<file path="config.mk">
export PLATFORM = sky130hd
export DESIGN_NAME = alu_writeback
export DESIGN_NICKNAME = d
export VERILOG_FILES = /design/src/rtl/alu_writeback_pkg.sv /design/src/rtl/alu_writeback_status_reg.sv /design/src/rtl/alu_writeback.sv
export SDC_FILE = /design/constraint.sdc
export NUM_CORES = 1
export LEC_CHECK = 0
export BUFFER_PORTS_ARGS = -buffer_cell sky130_fd_sc_hd__buf_4
export CAP_MARGIN = 25
export CORE_MARGIN = 10
export CORE_UTILIZATION = 45
export DETAILED_ROUTE_END_ITERATION = 8
export PLACE_DENSITY_LB_ADDON = 0.15
export SLEW_MARGIN = 20
export SYNTH_ARGS = -nofsm -noshare
export SYNTH_HDL_FRONTEND = slang
export SYNTH_SLANG_ARGS = --single-unit
</file>
<file path="constraint.sdc">
create_clock -name clk -period 1.8 [get_ports clk]
set_clock_uncertainty 0.05 [all_clocks]
set_input_delay 0.09 -clock clk [delete_from_list [all_inputs] [get_ports clk]]
set_output_delay 0.09 -clock clk [all_outputs]
set_load 0.005 [all_outputs]
</file>
<file path="src/rtl/alu_writeback_pkg.sv">
// Shared types and encodings for the ALU result write-back stage.
package alu_writeback_pkg;

  typedef enum logic [1:0] {
    ST_IDLE = 2'd0,
    ST_WR_A = 2'd1,
    ST_WR_B = 2'd2
  } wb_state_e;

  // in_wr codes; 3 behaves like WR_SWAP
  localparam logic [1:0] WR_NONE   = 2'd0;
  localparam logic [1:0] WR_A_ONLY = 2'd1;
  localparam logic [1:0] WR_SWAP   = 2'd2;

  localparam logic [1:0] SR_NONE = 2'd0;
  localparam logic [1:0] SR_LOAD = 2'd1;
  localparam logic [1:0] SR_XOR  = 2'd2;

  localparam int FLAG_Z = 0;
  localparam int FLAG_S = 1;
  localparam int FLAG_C = 2;
  localparam int FLAG_W = 3;

endpackage

</file>
<file path="src/rtl/alu_writeback_status_reg.sv">
// {C,S,Z} status register: per-flag masked update, load or XOR from the
// status operand, and jump predicates derived from the stored flags only.
module alu_writeback_status_reg
  import alu_writeback_pkg::*;
(
  input  logic              clk,
  input  logic              rst_n,
  input  logic              upd_i,
  input  logic [FLAG_W-1:0] fmask_i,
  input  logic [FLAG_W-1:0] flags_i,
  input  logic [1:0]        sr_op_i,
  input  logic [FLAG_W-1:0] sr_val_i,
  output logic [FLAG_W-1:0] status_o,
  output logic              cond_z_o,
  output logic              cond_s_o,
  output logic              cond_zs_o
);

  logic [FLAG_W-1:0] status_q;
  logic [FLAG_W-1:0] status_d;
  logic [FLAG_W-1:0] masked_upd;

  genvar gi;
  generate
    for (gi = 0; gi < FLAG_W; gi++) begin : g_mask
      assign masked_upd[gi] = fmask_i[gi] ? flags_i[gi] : status_q[gi];
    end
  endgenerate

  // Status-register ops take priority over the flag mask
  always_comb begin
    status_d = status_q;
    if (upd_i) begin
      case (sr_op_i)
        SR_LOAD: status_d = sr_val_i;
        SR_XOR:  status_d = status_q ^ sr_val_i;
        SR_NONE: status_d = masked_upd;
        default: status_d = masked_upd;
      endcase
    end
  end

  always_ff @(posedge clk or negedge rst_n) begin
    if (!rst_n) begin
      status_q <= '0;
    end else begin
      status_q <= status_d;
    end
  end

  assign status_o  = status_q;
  assign cond_z_o  = status_q[FLAG_Z];
  assign cond_s_o  = status_q[FLAG_S];
  assign cond_zs_o = status_q[FLAG_Z] | status_q[FLAG_S];

endmodule

</file>
<file path="src/rtl/alu_writeback.sv">
// Accepts one ALU result per handshake, issues zero, one or two registered
// register-file write beats, and maintains the {C,S,Z} status flags.
module alu_writeback
  import alu_writeback_pkg::*;
#(
  parameter int WORD_W = 20,
  parameter int ADDR_W = 4
) (
  input  logic              clk,
  input  logic              rst_n,
  input  logic              in_valid,
  output logic              in_ready,
  input  logic              in_mode,
  input  logic [WORD_W-1:0] in_res_a,
  input  logic [WORD_W-1:0] in_res_b,
  input  logic [ADDR_W-1:0] in_dst_a,
  input  logic [ADDR_W-1:0] in_dst_b,
  input  logic [1:0]        in_wr,
  input  logic              in_zero,
  input  logic              in_sign,
  input  logic              in_carry,
  input  logic [2:0]        in_fmask,
  input  logic [1:0]        in_sr_op,
  input  logic [2:0]        in_sr_val,
  output logic              wb_valid,
  input  logic              wb_ready,
  output logic [ADDR_W-1:0] wb_addr,
  output logic [WORD_W-1:0] wb_data,
  output logic [2:0]        status,
  output logic              cond_z,
  output logic              cond_s,
  output logic              cond_zs
);

  localparam int HALF_W = WORD_W / 2;
  localparam logic [WORD_W-1:0] HALF_MASK = {{(WORD_W-HALF_W){1'b0}}, {HALF_W{1'b1}}};

  wb_state_e         state_q, state_d;
  logic              wb_valid_q, wb_valid_d;
  logic [ADDR_W-1:0] wb_addr_q, wb_addr_d;
  logic [WORD_W-1:0] wb_data_q, wb_data_d;
  logic [ADDR_W-1:0] dst_b_q, dst_b_d;
  logic [WORD_W-1:0] res_b_q, res_b_d;
  logic              swap_q, swap_d;

  logic              transfer;
  logic [WORD_W-1:0] res_a_m;
  logic [WORD_W-1:0] res_b_m;
  logic [2:0]        flags;

  // Gating with rst_n keeps in_ready low during reset while still allowing
  // a transfer on the very first edge after release.
  assign in_ready = rst_n && (state_q == ST_IDLE);
  assign transfer = in_valid && in_ready;

  // Half-word masking is applied at capture so the write beats need no mode
  assign res_a_m = in_mode ? in_res_a : (in_res_a & HALF_MASK);
  assign res_b_m = in_mode ? in_res_b : (in_res_b & HALF_MASK);

  assign flags = {in_carry, in_sign, in_zero};

  always_comb begin
    state_d    = state_q;
    wb_valid_d = wb_valid_q;
    wb_addr_d  = wb_addr_q;
    wb_data_d  = wb_data_q;
    dst_b_d    = dst_b_q;
    res_b_d    = res_b_q;
    swap_d     = swap_q;
    case (state_q)
      ST_IDLE: begin
        if (transfer && (in_wr != WR_NONE)) begin
          state_d    = ST_WR_A;
          wb_valid_d = 1'b1;
          wb_addr_d  = in_dst_a;
          wb_data_d  = res_a_m;
          dst_b_d    = in_dst_b;
          res_b_d    = res_b_m;
          swap_d     = (in_wr != WR_A_ONLY);
        end
      end
      ST_WR_A: begin
        if (wb_ready) begin
          if (swap_q) begin
            state_d   = ST_WR_B;
            wb_addr_d = dst_b_q;
            wb_data_d = res_b_q;
          end else begin
            state_d    = ST_IDLE;
            wb_valid_d = 1'b0;
          end
        end
      end
      ST_WR_B: begin
        if (wb_ready) begin
          state_d    = ST_IDLE;
          wb_valid_d = 1'b0;
        end
      end
      default: begin
        state_d    = ST_IDLE;
        wb_valid_d = 1'b0;
      end
    endcase
  end

  always_ff @(posedge clk or negedge rst_n) begin
    if (!rst_n) begin
      state_q    <= ST_IDLE;
      wb_valid_q <= 1'b0;
      wb_addr_q  <= '0;
      wb_data_q  <= '0;
      dst_b_q    <= '0;
      res_b_q    <= '0;
      swap_q     <= 1'b0;
    end else begin
      state_q    <= state_d;
      wb_valid_q <= wb_valid_d;
      wb_addr_q  <= wb_addr_d;
      wb_data_q  <= wb_data_d;
      dst_b_q    <= dst_b_d;
      res_b_q    <= res_b_d;
      swap_q     <= swap_d;
    end
  end

  assign wb_valid = wb_valid_q;
  assign wb_addr  = wb_addr_q;
  assign wb_data  = wb_data_q;

  alu_writeback_status_reg u_status_reg (
    .clk       (clk),
    .rst_n     (rst_n),
    .upd_i     (transfer),
    .fmask_i   (in_fmask),
    .flags_i   (flags),
    .sr_op_i   (in_sr_op),
    .sr_val_i  (in_sr_val),
    .status_o  (status),
    .cond_z_o  (cond_z),
    .cond_s_o  (cond_s),
    .cond_zs_o (cond_zs)
  );

endmodule

</file>
==> run summary, run 1 <==
Status -> complete, no violations
Library cells used by synthesis -> 29
Worst Max-Slew Pin Slew -> 0.719 ns
Cells after Synth -> 257
Slowest cell on the critical path -> o21ai_4
DP Wirelength -> 4950 um
Worst VDD drop -> 0.000574 V
# IOs -> 98
Pleak -> 0.00184 uW
N_diodes -> 0
Initial core utilization -> 46.2%
Vias in the first global route -> 2295
Die ar. -> 0.00902 sq mm
CTS tree -> done
Synthesized area per cell -> 9.84 sq um
Input/output buffers -> 97
Relative slew margins -> 51.9%
Final core occ -> 70.6%
Top cell type's share of synthesized area -> 54.4%
Initial antenna violation count -> 0
R2r setup slk -> 0.17 ns
Top routing layer used -> met4
Synth area leader -> dfrtp_1
Core Area -> 0.00547 sq mm
Top post-synthesis cells by area -> dfrtp_1 (54%), nand2_1 (9.3%), a31oi_1 (6.2%)
Maxcap violations -> 0
Period minus WS final -> 1.64 ns
Largest net degree at the start of global routing -> 55
Clk Tree Root Cell -> clkbuf_8
# H-tree levels -> 2
Worst endpoint required time -> 1.95 ns
Critical-path cell list -> dlygate4sd3_1, buf_4, o21ai_4, buf_4, o21ai_0
Std-Cell Rows -> 27
First-pass GRT wire length -> 11400 um
Hold Path Class -> in -> reg
Clock latency on the worst-skew pair -> 0.31 ns
M1 WL -> 2900 um
Fmax achieved -> 608 MHz
WL met3 -> 603 um
GRT Overall Usage -> 16.0%
Crit. End Element -> flop
Max clock buf depth -> 2
Synthesized flop and latch total -> 55
Reg area -> 0.00138 sq mm
Layout cell share with drive strength beyond 1 -> 33.9%
Nets -> 462
Multi-input logic area -> 0.00104 sq mm
Vias/cell -> 4.93
Startpoint class of the critical path -> primary input
Die Y -> 95.0 um
Crit Path Class -> in -> reg
Final count of pins violating max slew -> 0
Crit-path max FO -> 21
Drt first pass iters -> 4
Most frequent cells in the layout -> buf_4 (105), nand2_1 (63), dfrtp_1 (55)
Synth Cell Area -> 0.00253 sq mm
Syn. warnings -> 0
DR WL/cell -> 15.5 um
Seq/Total Area, Yosys -> 54.4%
Met2 wire len -> 3670 um
RSZ-0062 raised after global routing -> no
Max incr delay on CP -> 0.58 ns
GRT Residual Overflow -> 0
Layout Area Growth over Synthesis -> 52.8%
Final setup TNS -> 0 ns
Pwr Total -> 4490 uW
# fillers -> 432
Final Hold Fails -> 0
Initial DRC count -> 87
CP most frequent cell -> buf_4
DIE WIDTH -> 95.0 um
Setup violators final -> 0
DRT Wirelength -> 7250 um
Arrival time worst endpoint -> 1.79 ns
Commonest non-fill, non-tap cell in the layout -> buf_4
DRT antenna net count -> 0
Post-cts gate resize count -> 0
GP Congestion -> 0.731
Mapped Nets -> 325
Worst-path clk slew -> 0.10 ns
CTS Buf Count -> 5
Num Clock Sinks -> 55
Final worst-path cycle share -> 91.3%
Routed via count -> 2303
DRC -> 0
Pwr dens -> 1160 mW/mm^2
critical path, delay by kind of cell:
| family | cells | cell delay [ns] |
|---|---|---|
| buf+inv | 3 | 0.99 |
| compound gates | 2 | 0.69 |
worst paths after layout:
kind                                                 to                     from  cells after the start
worst min-delay path            wb_data[13]$_DFFE_PN0P_             in_res_a[13]                      3
min in group asynchronous            swap_q$_DFFE_PN0P_                    rst_n                      2
worst max register to register  res_b_q[15]$_DFFE_PN0P_   state_q[0]$_DFFE_PN0P_                      5
worst max-delay path            res_b_q[16]$_DFFE_PN0P_                 in_wr[1]                      5
max in group asynchronous        wb_data[9]$_DFFE_PN0P_                    rst_n                      3
worst min register to register  res_b_q[19]$_DFFE_PN0P_  res_b_q[19]$_DFFE_PN0P_                      2
registers in the layout, summed over array words and instances (netlist names):
| signal | flops |
|---|---|
| wb_valid | 1 |
| res_b_q | 20 |
| wb_addr | 4 |
| dst_b_q | 4 |
| u_status_reg.status_o | 3 |
| wb_data | 20 |
| swap_q | 1 |
| state_q | 2 |
power by group:
part           leakage [uW]  total (uW)  switching, uW  internal (uW)
sequential         0.000654        2000            287           1710
combinational       0.00112        1680            694            986
clock             0.0000581         818            404            415
cells by family (layout without fill, tap and decap cells):
group | count (synthesis) | count (layout) | synth area share (%)
multiplexers | 14 | 14 | 7.42
flip-flops | 55 | 55 | 54.4
XOR/XNOR | 2 | 2 | 0.693
buffers and inverters | 23 | 161 | 4.70
AND/OR/NAND/NOR | 107 | 107 | 17.7
AO/OA/AOI/OAI | 54 | 54 | 14.1
adder cells (fa/ha/maj) | 2 | 2 | 0.989
synthesized netlist by cell type (all sizes together):
library cell / n
a22o: 2
o211ai: 1
buf: 13
a21oi: 2
a31oi: 25
a211oi: 1
ha: 2
a31o: 1
nand2: 63
mux2: 14
nand2b: 1
o21ai: 14
inv: 6
xor2: 2
or2: 1
nor2: 25
dfrtp: 55
a221oi: 2
nor3b: 2
a21boi: 1
and4bb: 1
nor2b: 3
clkbuf: 4
nand3: 11
o31ai: 5
area by class of cell:
class | count | area share (%)
Sequential cell | 55 | 35.6
Tap cell | 72 | 2.33
Inverter | 6 | 0.583
Clock buffer | 5 | 1.78
Clock inverter | 3 | 1.13
Timing Repair Buffer | 147 | 31.5
Multi-Input combinational cell | 179 | 27.0
through the flow:
step / area, sq um / std cells / hold WS, ns / worst slack [ns]
after floorplan: 2530 / 257 / -0.256 / 0.276
after global placement: 3340 / 418 / -0.154 / 0.232
after detailed placement: 3340 / 418 / -0.154 / 0.194
after CTS: 3840 / 465 / 0.00362 / 0.144
after global routing: 3860 / 467 / 0.00248 / 0.0493
final: 3860 / 467 / 0.00736 / 0.156
routing by layer:
| layer | up-vias | GRT usage, % |
|---|---|---|
| li1 | 1150 | - |
| met1 | 1075 | 18.7 |
| met2 | 71 | 27.0 |
| met3 | 7 | 5.87 |
| met4 | 0 | 4.36 |
| met5 | - | 0 |
what timing repair did:
item / in CTS / in global routing
hold endpoints to repair: 93 / 2
hold buffers: 39 / 2
buffers inserted: 0 / 0
Power figures use the tool's default switching activity.
==> run 2: changes to the inputs <==
--- a/config.mk
+++ b/config.mk
@@ -5,11 +5,12 @@
 export SDC_FILE = /design/constraint.sdc
 export NUM_CORES = 1
 export LEC_CHECK = 0
-export BUFFER_PORTS_ARGS = -buffer_cell sky130_fd_sc_hd__buf_4
+export ABC_AREA = 1
 export CAP_MARGIN = 25
 export CORE_MARGIN = 10
 export CORE_UTILIZATION = 45
 export DETAILED_ROUTE_END_ITERATION = 8
+export DONT_BUFFER_PORTS = 1
 export PLACE_DENSITY_LB_ADDON = 0.15
 export SLEW_MARGIN = 20
 export SYNTH_ARGS = -nofsm -noshare
==> run 2 against run 1 <==
Net effect:
- synthesized area is 7.8% higher
- combinational power is 44% lower
- worst setup slack better by 0.11 ns
- clock power is 17% higher
- synthesized cell count is 34% higher
- largest cell class unchanged
==> run summary, run 2 <==
Post-synth EDFFs -> 0 (unchanged)
Fmax achieved -> 651 MHz (+7.1%)
Vias in the first global route -> 2388 (+4.1%)
DR WL/cell -> 16.6 um (+6.9%)
Largest net degree at the start of global routing -> 56 (+1.8%)
Synth Area in Adders -> 0.917% (-0.072 points)
Initial core utilization -> 46.3% (+0.12 points)
Pre-CTS WS -> 0.185 ns (-0.00892 ns)
Worst VDD drop -> 0.000645 V (+12%)
Hold Path Class -> in -> reg
Std-Cell Rows -> 28 (+3.7%)
# fillers -> 543 (+26%)
# H-tree levels -> 2 (unchanged)
Final count of pins violating max slew -> 0 (unchanged)
Pwr dens -> 1150 mW/mm^2 (-0.84%)
Synthesized flop and latch total -> 55 (unchanged)
Commonest cells post-synth -> nand2_1 (132), dfrtp_1 (55), o21ai_0 (42)
Crit Path Class -> reg -> reg
Final setup TNS -> 0 ns (unchanged)
Worst Reg2Reg Path Length in Cells -> 7 (+2)
Die ar. -> 0.00958 sq mm (+6.1%)
Maxcap violations -> 0 (unchanged)
Layout cell share with drive strength beyond 1 -> 7.09% (-27 points)
Commonest non-fill, non-tap cell in the layout -> nand2_1
Input/output buffers -> 0 (-100%)
CTS Buf Count -> 5 (unchanged)
Seq/Total Area, Yosys -> 50.5% (-3.9 points)
Top cell type's share of synthesized area -> 50.5% (-3.9 points)
RSZ-0062 raised after global routing -> no
CP top delay family -> simple AND/OR/NAND/NOR gates
Post-synthesis async set-or-reset flop share -> 100% (unchanged)
Mapped Nets -> 412 (+27%)
N_diodes -> 0 (unchanged)
Most frequent cell after synthesis -> nand2_1
Placed cells -> 406 (-2.9%)
Period minus WS final -> 1.54 ns (-0.108 ns)
Num Clock Sinks -> 55 (unchanged)
Main synth FF type -> dfrtp_1
DRT antenna net count -> 0 (unchanged)
Compound-Gate Fraction of Synth Area -> 9.45% (-4.6 points)
Core Area -> 0.00589 sq mm (+7.5%)
Largest family of logic cells by synthesized area -> simple AND/OR/NAND/NOR gates
Final worst-path cycle share -> 85.3% (-6.0 points)
Simple-Gate Fraction of Synth Area -> 31.5% (+14 points)
Max incr delay on CP -> 0.48 ns (-0.10 ns)
Crit. End Element -> flop
Arrival time worst endpoint -> 1.69 ns (-0.10 ns)
Startpoint class of the critical path -> flop
Die Y -> 97.9 um (+3.0%)
Crit-path max FO -> 24 (+14%)
Synthesized area per cell -> 7.93 sq um (-19%)
Most frequent cells in the layout -> nand2_1 (132), dfrtp_1 (55), o21ai_0 (42)
Status -> complete, no violations
DIE WIDTH -> 97.9 um (+3.0%)
GP Congestion -> 0.805 (+10%)
GRT Residual Overflow -> 0 (unchanged)
Critical-path cell list -> inv_1, nand2_2, inv_1, nand2_4, nand3_4, nand2_1, nand2_1
DRC -> 0 (unchanged)
DP Wirelength -> 5210 um (+5.2%)
Mux contribution to synthesized area -> 0% (-7.4 points)
Slowest cell on the critical path -> dfrtp_1
Fin Hold WS -> 0.00353 ns (-0.00383 ns)
Final Hold Fails -> 0 (unchanged)
Top post-synthesis cells by area -> dfrtp_1 (50%), nand2_1 (18%), o21ai_0 (7.7%)
Synth Cell Area -> 0.00273 sq mm (+7.8%)
Worst-path clk slew -> 0.10 ns (about the same)
Worst Max-Slew Pin Slew -> 0.475 ns (-0.245 ns)
Vias/cell -> 5.25 (+6.4%)
CTS tree -> done
Clk Tree Root Cell -> clkbuf_8
Max clock buf depth -> 2 (unchanged)
Routed via count -> 2392 (+3.9%)
Synth area leader -> dfrtp_1
# IOs -> 98 (unchanged)
Hold path depth -> 4 (+1)
Cells after Synth -> 344 (+34%)
Clock latency on the worst-skew pair -> 0.31 ns (about the same)
Layout Area Growth over Synthesis -> 23.3%
Pleak -> 0.00167 uW (-8.9%)
Drt first pass iters -> 4 (unchanged)
Setup bufs post-CTS -> 0 (unchanged)
Crit path depth -> 7 (+2)
Relative slew margins -> 68.2% (+16 points)
Initial DRC count -> 116 (+33%)
DRT Wirelength -> 7570 um (+4.4%)
XOR/XNOR share of the synthesized area -> 0% (-0.69 points)
Setup violators final -> 0 (unchanged)
Crit path buffers/inverters -> 2 (-1)
First-pass GRT wire length -> 12500 um (+9.0%)
GRT Overall Usage -> 15.6% (-0.39 points)
Initial antenna violation count -> 0 (unchanged)
Syn. warnings -> 0 (unchanged)
Final setup margin -> 0.264 ns (+0.108 ns)
Library cells used by synthesis -> 24 (-17%)
Worst endpoint required time -> 1.95 ns (about the same)
Nets -> 448 (-3.0%)
Final Non-Filler Cells -> 456 (-2.4%)
run 2: changes by cell type in the layout (fill, tap and decap cells not counted), moves of 8 or more:
cell     delta
mux2_4      -8
nand4_1    +24
nand2_1    +69
a31oi_1    -25
nor2_1     -17
buf_4      -97
inv_1      +19
o21ai_0    +29
run 2: through the flow:
step / util [%] / power (uW) / instance area, sq um
floorplan: - / 2590 / 2730
global placement: 47.3 / 2820 / 2790
detailed placement: 47.3 / 2850 / 2790
CTS: 57.0 / 3910 / 3360
global route: 57.1 / 4170 / 3360
finish: 57.1 / 3880 / 3360
run 2: final timing paths:
kind / slack [ns] / start / end
hold reg to reg: 0.44 / res_b_q[18]$_DFFE_PN0P_ / res_b_q[18]$_DFFE_PN0P_
setup reg to reg: 0.26 / state_q[1]$_DFFE_PN0P_ / wb_data[15]$_DFFE_PN0P_
hold / removal: 0.004 / in_dst_a[1] / wb_addr[1]$_DFFE_PN0P_
max in group asynchronous: 1.21 / rst_n / dst_b_q[0]$_DFFE_PN0P_
setup / recovery: 0.26 / state_q[1]$_DFFE_PN0P_ / wb_data[15]$_DFFE_PN0P_
min in group asynchronous: 0.25 / rst_n / wb_data[1]$_DFFE_PN0P_
run 2: cell type report:
cell class	instances	area, sq um	share of cell area [%]
flip-flops and latches	55	1380	40.9
well taps	75	93.8	2.79
multi-input cells	242	1150	34.1
clock buffers	6	72.6	2.16
repair buffers	51	518	15.4
inverters	25	93.8	2.79
clock inverters	2	60.1	1.79
run 2: what timing repair did:
item	4_1_cts	5_1_grt
resized for setup	0	1
hold buffers	42	0
endpoints found under the setup margin	0	4
hold endpoints to repair	89	0
run 2: worst min-delay path: stages:
cell and delay, ns:
nand2_1 0.04, o21ai_0 0.07, nand4_1 0.09, nand2_1 0.05
run 2: per-layer routing:
metal	wire length (um)	part of all wire [%]	global-route usage, %	vias up
met5	0	0	0	-
met4	74	0.98	4.03	0
met3	721	9.5	6.77	5
met2	3570	47	24.2	82
met1	3200	42	19.4	1115
li1	-	-	-	1190
run 2: cell families (layout without fill, tap and decap cells):
group                      count (synthesis)  after routing
DFF                                       55             55
buffers and inverters                     47             84
and+or+nand+nor                          191            191
AOI/OAI and AO/OA                         49             49
adders and majority gates                  2              2
run 2: power by group:
part	total (uW)	internal, uW	leakage, uW	switching [uW]
sequential	1970	1640	0.000698	324
combinational	948	376	0.000908	572
clock	960	556	0.0000654	404
total	3880	2580	0.00167	1300
